## src/rtl/alu_mdu_pkg.sv

```systemverilog
// rtl/alu_mdu_pkg.sv - encodings and FSM states shared by the execute-stage ALU/MDU.
// Optional divider support is enabled with the ALU_MDU_DIV_EN macro.
package alu_mdu_pkg;

    localparam logic [1:0] ALUOP_ADD   = 2'b00;
    localparam logic [1:0] ALUOP_SUB   = 2'b01;
    localparam logic [1:0] ALUOP_FUNCT = 2'b10;
    localparam logic [1:0] ALUOP_RSVD  = 2'b11;

    localparam logic [5:0] FUNCT_ADD = 6'b100000;
    localparam logic [5:0] FUNCT_SUB = 6'b100010;
    localparam logic [5:0] FUNCT_AND = 6'b100100;
    localparam logic [5:0] FUNCT_OR  = 6'b100101;
    localparam logic [5:0] FUNCT_SLT = 6'b101010;
    localparam logic [5:0] FUNCT_MUL = 6'b011100;
    localparam logic [5:0] FUNCT_DIV = 6'b011010;

    localparam logic [2:0] CTRL_AND = 3'b000;
    localparam logic [2:0] CTRL_OR  = 3'b001;
    localparam logic [2:0] CTRL_ADD = 3'b010;
    localparam logic [2:0] CTRL_SUB = 3'b100;
    localparam logic [2:0] CTRL_MUL = 3'b101;
    localparam logic [2:0] CTRL_SLT = 3'b110;
    localparam logic [2:0] CTRL_DIV = 3'b111;

    typedef enum logic [1:0] {
        ST_IDLE = 2'd0,
        ST_MUL  = 2'd1,
        ST_DONE = 2'd2
    } state_e;

endpackage

```

## src/rtl/alu_ctrl_dec.sv

```systemverilog
// rtl/alu_ctrl_dec.sv - combinational ALUOp/funct decode to 3-bit ALU control.
// DIV funct is only recognised when ALU_MDU_DIV_EN is defined.
module alu_ctrl_dec
    import alu_mdu_pkg::*;
(
    input  logic [1:0] alu_op,
    input  logic [5:0] funct,
    output logic [2:0] ctrl,
    output logic       illegal
);

    always_comb begin
        ctrl    = CTRL_ADD;
        illegal = 1'b0;
        case (alu_op)
            ALUOP_ADD: ctrl = CTRL_ADD;
            ALUOP_SUB: ctrl = CTRL_SUB;
            ALUOP_FUNCT: begin
                case (funct)
                    FUNCT_ADD: ctrl = CTRL_ADD;
                    FUNCT_SUB: ctrl = CTRL_SUB;
                    FUNCT_AND: ctrl = CTRL_AND;
                    FUNCT_OR:  ctrl = CTRL_OR;
                    FUNCT_SLT: ctrl = CTRL_SLT;
                    FUNCT_MUL: ctrl = CTRL_MUL;
`ifdef ALU_MDU_DIV_EN
                    FUNCT_DIV: ctrl = CTRL_DIV;
`endif
                    default: begin
                        ctrl    = CTRL_ADD;
                        illegal = 1'b1;
                    end
                endcase
            end
            default: begin
                ctrl    = CTRL_ADD;
                illegal = 1'b1;
            end
        endcase
    end

endmodule

```

## src/rtl/alu_mdu_unit.sv

```systemverilog
// rtl/alu_mdu_unit.sv - registered ALU plus iterative multiplier behind valid/ready.
// Defining ALU_MDU_DIV_EN adds a restoring signed divider sharing the MUL state.
module alu_mdu_unit
    import alu_mdu_pkg::*;
#(
    parameter int WIDTH    = 32,
    parameter int MUL_STEP = 1      // 1, 2 or 4; must divide WIDTH
) (
    input  logic             clk,
    input  logic             rst_n,
    input  logic             in_valid,
    output logic             in_ready,
    input  logic [1:0]       alu_op,
    input  logic [5:0]       funct,
    input  logic [WIDTH-1:0] src_a,
    input  logic [WIDTH-1:0] src_b,
    output logic             out_valid,
    input  logic             out_ready,
    output logic [WIDTH-1:0] result,
    output logic             zero,
    output logic             illegal,
    output logic             busy
);

    localparam int MUL_CYCLES = WIDTH / MUL_STEP;
    localparam int CW         = $clog2(WIDTH + 1);

    state_e           state_q, state_d;
    logic [WIDTH-1:0] result_q;
    logic             zero_q;
    logic             illegal_q;
    logic [WIDTH-1:0] acc_q;
    logic [WIDTH-1:0] mcand_q;
    logic [WIDTH-1:0] mplier_q;
    logic [CW-1:0]    cnt_q;

    logic [2:0]       ctrl;
    logic             dec_illegal;
    logic             is_multi;
    logic             accept;
    logic [WIDTH-1:0] alu_res;
    logic [WIDTH-1:0] step_acc, step_plier, step_cand, step_res;
    logic [CW-1:0]    last_cnt;

`ifdef ALU_MDU_DIV_EN
    logic             div_q, div_neg_q, div_zero_q;
    logic [WIDTH:0]   div_shift, div_trial;
    logic             div_bit;
`endif

    alu_ctrl_dec u_dec (
        .alu_op  (alu_op),
        .funct   (funct),
        .ctrl    (ctrl),
        .illegal (dec_illegal)
    );

`ifdef ALU_MDU_DIV_EN
    assign is_multi = (ctrl == CTRL_MUL) || (ctrl == CTRL_DIV);
`else
    assign is_multi = (ctrl == CTRL_MUL);
`endif

    assign accept    = in_valid & in_ready;
    assign out_valid = (state_q == ST_DONE);
    assign busy      = (state_q == ST_MUL);
    assign result    = result_q;
    assign zero      = zero_q;
    assign illegal   = illegal_q;

    always_comb begin
        alu_res = src_a + src_b;
        case (ctrl)
            CTRL_AND: alu_res = src_a & src_b;
            CTRL_OR:  alu_res = src_a | src_b;
            CTRL_SUB: alu_res = src_a - src_b;
            CTRL_SLT: begin
                alu_res    = '0;
                alu_res[0] = $signed(src_a) < $signed(src_b);
            end
            default:  alu_res = src_a + src_b;
        endcase
    end

    // One iteration: MUL adds MUL_STEP shifted partial products; DIV retires one quotient bit.
    always_comb begin
        step_acc = acc_q;
        for (int i = 0; i < MUL_STEP; i++) begin
            if (mplier_q[i]) begin
                step_acc = step_acc + (mcand_q << i);
            end
        end
        step_plier = mplier_q >> MUL_STEP;
        step_cand  = mcand_q << MUL_STEP;
        step_res   = step_acc;
        last_cnt   = CW'(MUL_CYCLES - 1);
`ifdef ALU_MDU_DIV_EN
        div_shift = {acc_q, mplier_q[WIDTH-1]};
        div_trial = div_shift - {1'b0, mcand_q};
        div_bit   = ~div_trial[WIDTH];
        if (div_q) begin
            step_acc   = div_bit ? div_trial[WIDTH-1:0] : div_shift[WIDTH-1:0];
            step_plier = {mplier_q[WIDTH-2:0], div_bit};
            step_cand  = mcand_q;
            step_res   = div_zero_q ? '1 : (div_neg_q ? -step_plier : step_plier);
            last_cnt   = CW'(WIDTH - 1);
        end
`endif
    end

    always_comb begin
        state_d  = state_q;
        in_ready = 1'b0;
        case (state_q)
            ST_IDLE: begin
                in_ready = 1'b1;
                if (in_valid) begin
                    state_d = is_multi ? ST_MUL : ST_DONE;
                end
            end
            ST_MUL: begin
                if (cnt_q == last_cnt) begin
                    state_d = ST_DONE;
                end
            end
            ST_DONE: begin
                if (out_ready) begin
                    in_ready = 1'b1;
                    if (in_valid) begin
                        state_d = is_multi ? ST_MUL : ST_DONE;
                    end else begin
                        state_d = ST_IDLE;
                    end
                end
            end
            default: state_d = ST_IDLE;
        endcase
    end

    always_ff @(posedge clk or negedge rst_n) begin
        if (!rst_n) begin
            state_q <= ST_IDLE;
        end else begin
            state_q <= state_d;
        end
    end

    always_ff @(posedge clk or negedge rst_n) begin
        if (!rst_n) begin
            result_q   <= '0;
            zero_q     <= 1'b0;
            illegal_q  <= 1'b0;
            acc_q      <= '0;
            mcand_q    <= '0;
            mplier_q   <= '0;
            cnt_q      <= '0;
`ifdef ALU_MDU_DIV_EN
            div_q      <= 1'b0;
            div_neg_q  <= 1'b0;
            div_zero_q <= 1'b0;
`endif
        end else if (accept) begin
            illegal_q <= dec_illegal;
            cnt_q     <= '0;
            if (is_multi) begin
                acc_q    <= '0;
                mcand_q  <= src_a;
                mplier_q <= src_b;
`ifdef ALU_MDU_DIV_EN
                div_q      <= (ctrl == CTRL_DIV);
                div_neg_q  <= src_a[WIDTH-1] ^ src_b[WIDTH-1];
                div_zero_q <= (src_b == '0);
                if (ctrl == CTRL_DIV) begin
                    // Divide magnitudes; the dividend shifts out of mplier_q as quotient bits shift in.
                    mcand_q  <= src_b[WIDTH-1] ? -src_b : src_b;
                    mplier_q <= src_a[WIDTH-1] ? -src_a : src_a;
                end
`endif
            end else begin
                result_q <= alu_res;
                zero_q   <= (alu_res == '0);
            end
        end else if (state_q == ST_MUL) begin
            cnt_q    <= cnt_q + CW'(1);
            acc_q    <= step_acc;
            mplier_q <= step_plier;
            mcand_q  <= step_cand;
            if (cnt_q == last_cnt) begin
                result_q <= step_res;
                zero_q   <= (step_res == '0);
            end
        end
    end

endmodule

```

## config.mk

```make
export PLATFORM = sky130hd
export DESIGN_NAME = alu_mdu_unit
export DESIGN_NICKNAME = d
export VERILOG_FILES = /design/src/rtl/alu_mdu_pkg.sv /design/src/rtl/alu_ctrl_dec.sv /design/src/rtl/alu_mdu_unit.sv
export SDC_FILE = /design/constraint.sdc
export NUM_CORES = 1
export LEC_CHECK = 0
export ABC_CLOCK_PERIOD_IN_PS = 7100
export BUFFER_PORTS_ARGS = -buffer_cell sky130_fd_sc_hd__buf_2
export CELL_PAD_IN_SITES_DETAIL_PLACEMENT = 0
export CELL_PAD_IN_SITES_GLOBAL_PLACEMENT = 2
export CORE_UTILIZATION = 40
export CTS_BUF_LIST = sky130_fd_sc_hd__clkbuf_4 sky130_fd_sc_hd__clkbuf_8
export DETAILED_ROUTE_END_ITERATION = 6
export PLACE_DENSITY_LB_ADDON = 0.1
export SLEW_MARGIN = 20
export SYNTH_ARGS = -nofsm -noshare
export SYNTH_HDL_FRONTEND = slang
export SYNTH_SLANG_ARGS = --single-unit
```

## constraint.sdc

```tcl
create_clock -name clk -period 7.1 [get_ports clk]
set_clock_uncertainty 0.1 [all_clocks]
set_input_delay 0.71 -clock clk [delete_from_list [all_inputs] [get_ports clk]]
set_output_delay 0.71 -clock clk [all_outputs]
set_load 0.03 [all_outputs]
```

==> key figures <==
Pwr
  • Leak: 6.61 nW
  • Switching Power: 2.57 mW
  • Clock network fraction of design power: 12.8%
  • Maximum vdd drop: 0.000160 V
  • Pwr dens: 356 mW/mm^2
  • Combinational power share: 61.4%
  • Net Sw Frac: 50.5%
  • Final Total Pwr: 5.09 mW
  • Pint: 2.52 mW
  • Reg power frac: 25.8%

STA
  • Setup_tns: 0 ps
  • Final setup violating endpoints: 0
  • Slew headroom: 36.7%
  • Final Hold Viols: 0
  • RSZ-0062 raised after global routing: false
  • Max-slew violations: 0
  • Tcrit/Tclk final: 61.7%
  • Max Clk Rate: 0.228 GHz
  • Setup WS post-layout: 2720 ps
  • Fin crit period: 4380 ps
  • Least-Margin Pin Slew: 949 ps

Global routing
  • Largest net degree at the start of global routing: 71
  • Vias in the first global route: 12300
  • Met2 usage: 43.4%
  • First-pass GRT wire length: 72300 um
  • All-Layer GR Usage: 28.3%
  • Met1 GRT Util: 41.5%
  • Antenna violations before repair: 0
  • Grt peak-use layer: met2
  • Met3 Resource Use GR: 3.93%
  • Global route total overflow: 0

Critical path
  • Critical Path End Type: flop
  • Critical Path RT: 7410 ps
  • CP top delay family: compound AO/OA/AOI/OAI gates
  • Worst path max stage delay: 860 ps
  • Worst Path Arrival: 4690 ps
  • Critical path class: in -> reg
  • R2r setup slk: 2900 ps
  • Worst-path fanout max: 7
  • CP max stage cell: o41ai_1
  • CP most frequent cell: nand2_1
  • Startpoint types: primary input
  • Cell Chain, Critical Path: buf_2 -> inv_1 -> ha_1 -> nor2_1 -> nand2_1 -> o21ai_1 -> a311oi_2 -> o41ai_1 -> xnor2_1 -> o221ai_1 -> a21oi_1 -> nand2_1 -> nor4_1 -> nand4_1 -> o211ai_2
  • Buffers and inverters on the worst path: 2

Logic synthesis
  • Share of flip-flops with an asynchronous set or reset: 100%
  • Syn nets: 1938
  • Most common cell in the netlist: nand2_1
  • Post-Syn Instances: 1728
  • Post-synth top area cell: dfrtp_1
  • Synthesized area: 0.0131 sq mm
  • Synthesis warning total: 0
  • Seq/Total Area, Yosys: 26.4%
  • Most area-consuming cells after synthesis: dfrtp_1 26%, ha_1 13%, nand2_1 8.0%
  • Most used flip-flop cell after synthesis: dfrtp_1
  • Yosys top cell area share: 26.4%
  • Avg Synthesized Cell Area: 7.56 sq um
  • Synth cell count leaders: 280 x nand2_1, 188 x nor2_1, 138 x dfrtp_1, 135 x a21oi_1, 131 x ha_1
  • Synth unique cells: 82
  • Post-synth EDFFs: 0
  • Seq cells post-synth: 138

CTS
  • Clock-pin slew on the worst setup and hold paths: 90 ps
  • Post-CTS Hold Buffers: 0
  • H-tree depth reported by CTS: 4
  • Later-pin clock latency in the skew report: 490 ps
  • Resize count post-CTS: 0
  • Cts bufs inserted: 17
  • Max clock buf depth: 2
  • Clock Sinks: 138
  • CTS tree: done
  • CTS root buf: clkbuf_8
  • Postcts setup bufs: 0

Cells and area
  • Share of post-route cells with drive strength above 1: 10.9%
  • Diodes inserted: 0
  • Final non-filler cell total: 2219
  • Final nets: 1981
  • Synth-to-layout area growth: 9.35%

Die
  • Die span in y: 183 um
  • Ports: 113
  • Die Span X: 183 um
  • Row count: 65
  • Core ar.: 0.0318 sq mm
  • Full die area: 0.0334 sq mm
  • Initial Util: 41.1%

Drt
  • Drt via density: 5.91
  • Drt pass-1 iters: 5
  • Final wirelength: 46500 um
  • Residual DRC: 0
  • Via count: 13100
  • Final ANT Viol Nets: 0
  • DRT iter0 DRCs: 986
  • Routed WL per cell: 21.0 um

Placed design
  • Routability cong.: 0.896
  • Dpl hpwl: 34800 um
  • Worst slack, placed: 2230 ps
  • Port Buf Inserts: 112
  • Dpl cells: 2187

Flow run
  • Max cap viols: 0

Hold path
  • Hold crit path type: in -> async

Outcome
  • Run status: complete, no violations
==> layout by cell type, fill, tap and decap left out, types with 17 or more instances in the layout <==
cell      count
o21ai_0      86
nor4_1       17
nand4_1      17
a211oi_1     17
a21o_1       31
mux2i_1      19
o31ai_1      20
o221ai_1     18
nand2_1     278
a31oi_1      77
inv_1       109
xnor2_1      32
nor2_1      187
nor3_1       24
nand3_1      19
buf_2       111
a21oi_1     135
dfrtp_1     138
ha_1        131
clkbuf_8     17
==> per-layer routing <==
layer	share of wire (%)	routed length [um]
met1	50	23200
met2	44	20400
met3	4.4	2050
met4	1.8	826
met5	0	0
==> area by class of cell <==
class,count,area [sq um]
Fill cell,3335,17500
Clock buffer,19,249
Timing Repair Buffer,127,679
Sequential cell,138,3450
Clock inverter,13,118
Inverter,111,417
Multi-Input combinational cell,1376,8820
Tap cell,435,544
==> path summary, 6_finish.rpt <==
| check | startpoint | end | cells past startpoint |
|---|---|---|---|
| min reg2reg | illegal | illegal | 2 |
| max reg2reg | acc_q[0] | zero | 14 |
| min in group clk | src_b[13] | mplier_q[13] | 3 |
| max in group asynchronous | rst_n | mcand_q[30] | 2 |
| max | src_a[3] | zero | 15 |
| min | rst_n | mplier_q[7] | 1 |
==> kinds of logic after synthesis <==
kind of cell | share of synthesized area, %
simple gates | 21.4
mux | 1.80
xor+xnor | 3.02
flops | 26.4
fa+ha+maj | 13.0
buf+inv | 6.28
compound gates | 28.0
==> registers in the layout, summed over array words and instances, names as in the netlist <==
signal and cells:
acc_q 32, cnt_q 6, illegal 1, mcand_q 32, mplier_q 32, result 32, state_q 2, zero 1
==> stage by stage <==
| stage | util [%] | cell area (sq um) | hold slack (ps) |
|---|---|---|---|
| 3_3_place_gp | 43.8 | 13900 | 367 |
| 3_5_place_dp | 43.8 | 13900 | 369 |
| 2_1_floorplan | - | 13100 | 314 |
| 6_report | 44.9 | 14300 | 137 |
| 4_1_cts | 44.9 | 14300 | 135 |
| 5_1_grt | 44.9 | 14300 | 173 |
==> worst register-to-register path: cells and delay by family (launching register included) <==
family	cells	cell delay, ps
compound gates	6	1240
fa+ha+maj	2	670
flops	1	410
mux	1	140
simple gates	5	1590
==> power groups by stage <==
stage | registers [mW] | logic, mW | clock network [mW]
floorplan | 1.43 | 2.10 | 0
global placement | 1.32 | 3.07 | 0
detailed placement | 1.33 | 3.07 | 0
CTS | 1.31 | 3.09 | 0.672
global route | 1.35 | 3.44 | 0.694
finish | 1.31 | 3.12 | 0.651
Note: power is estimated with default switching activity, not from simulation.
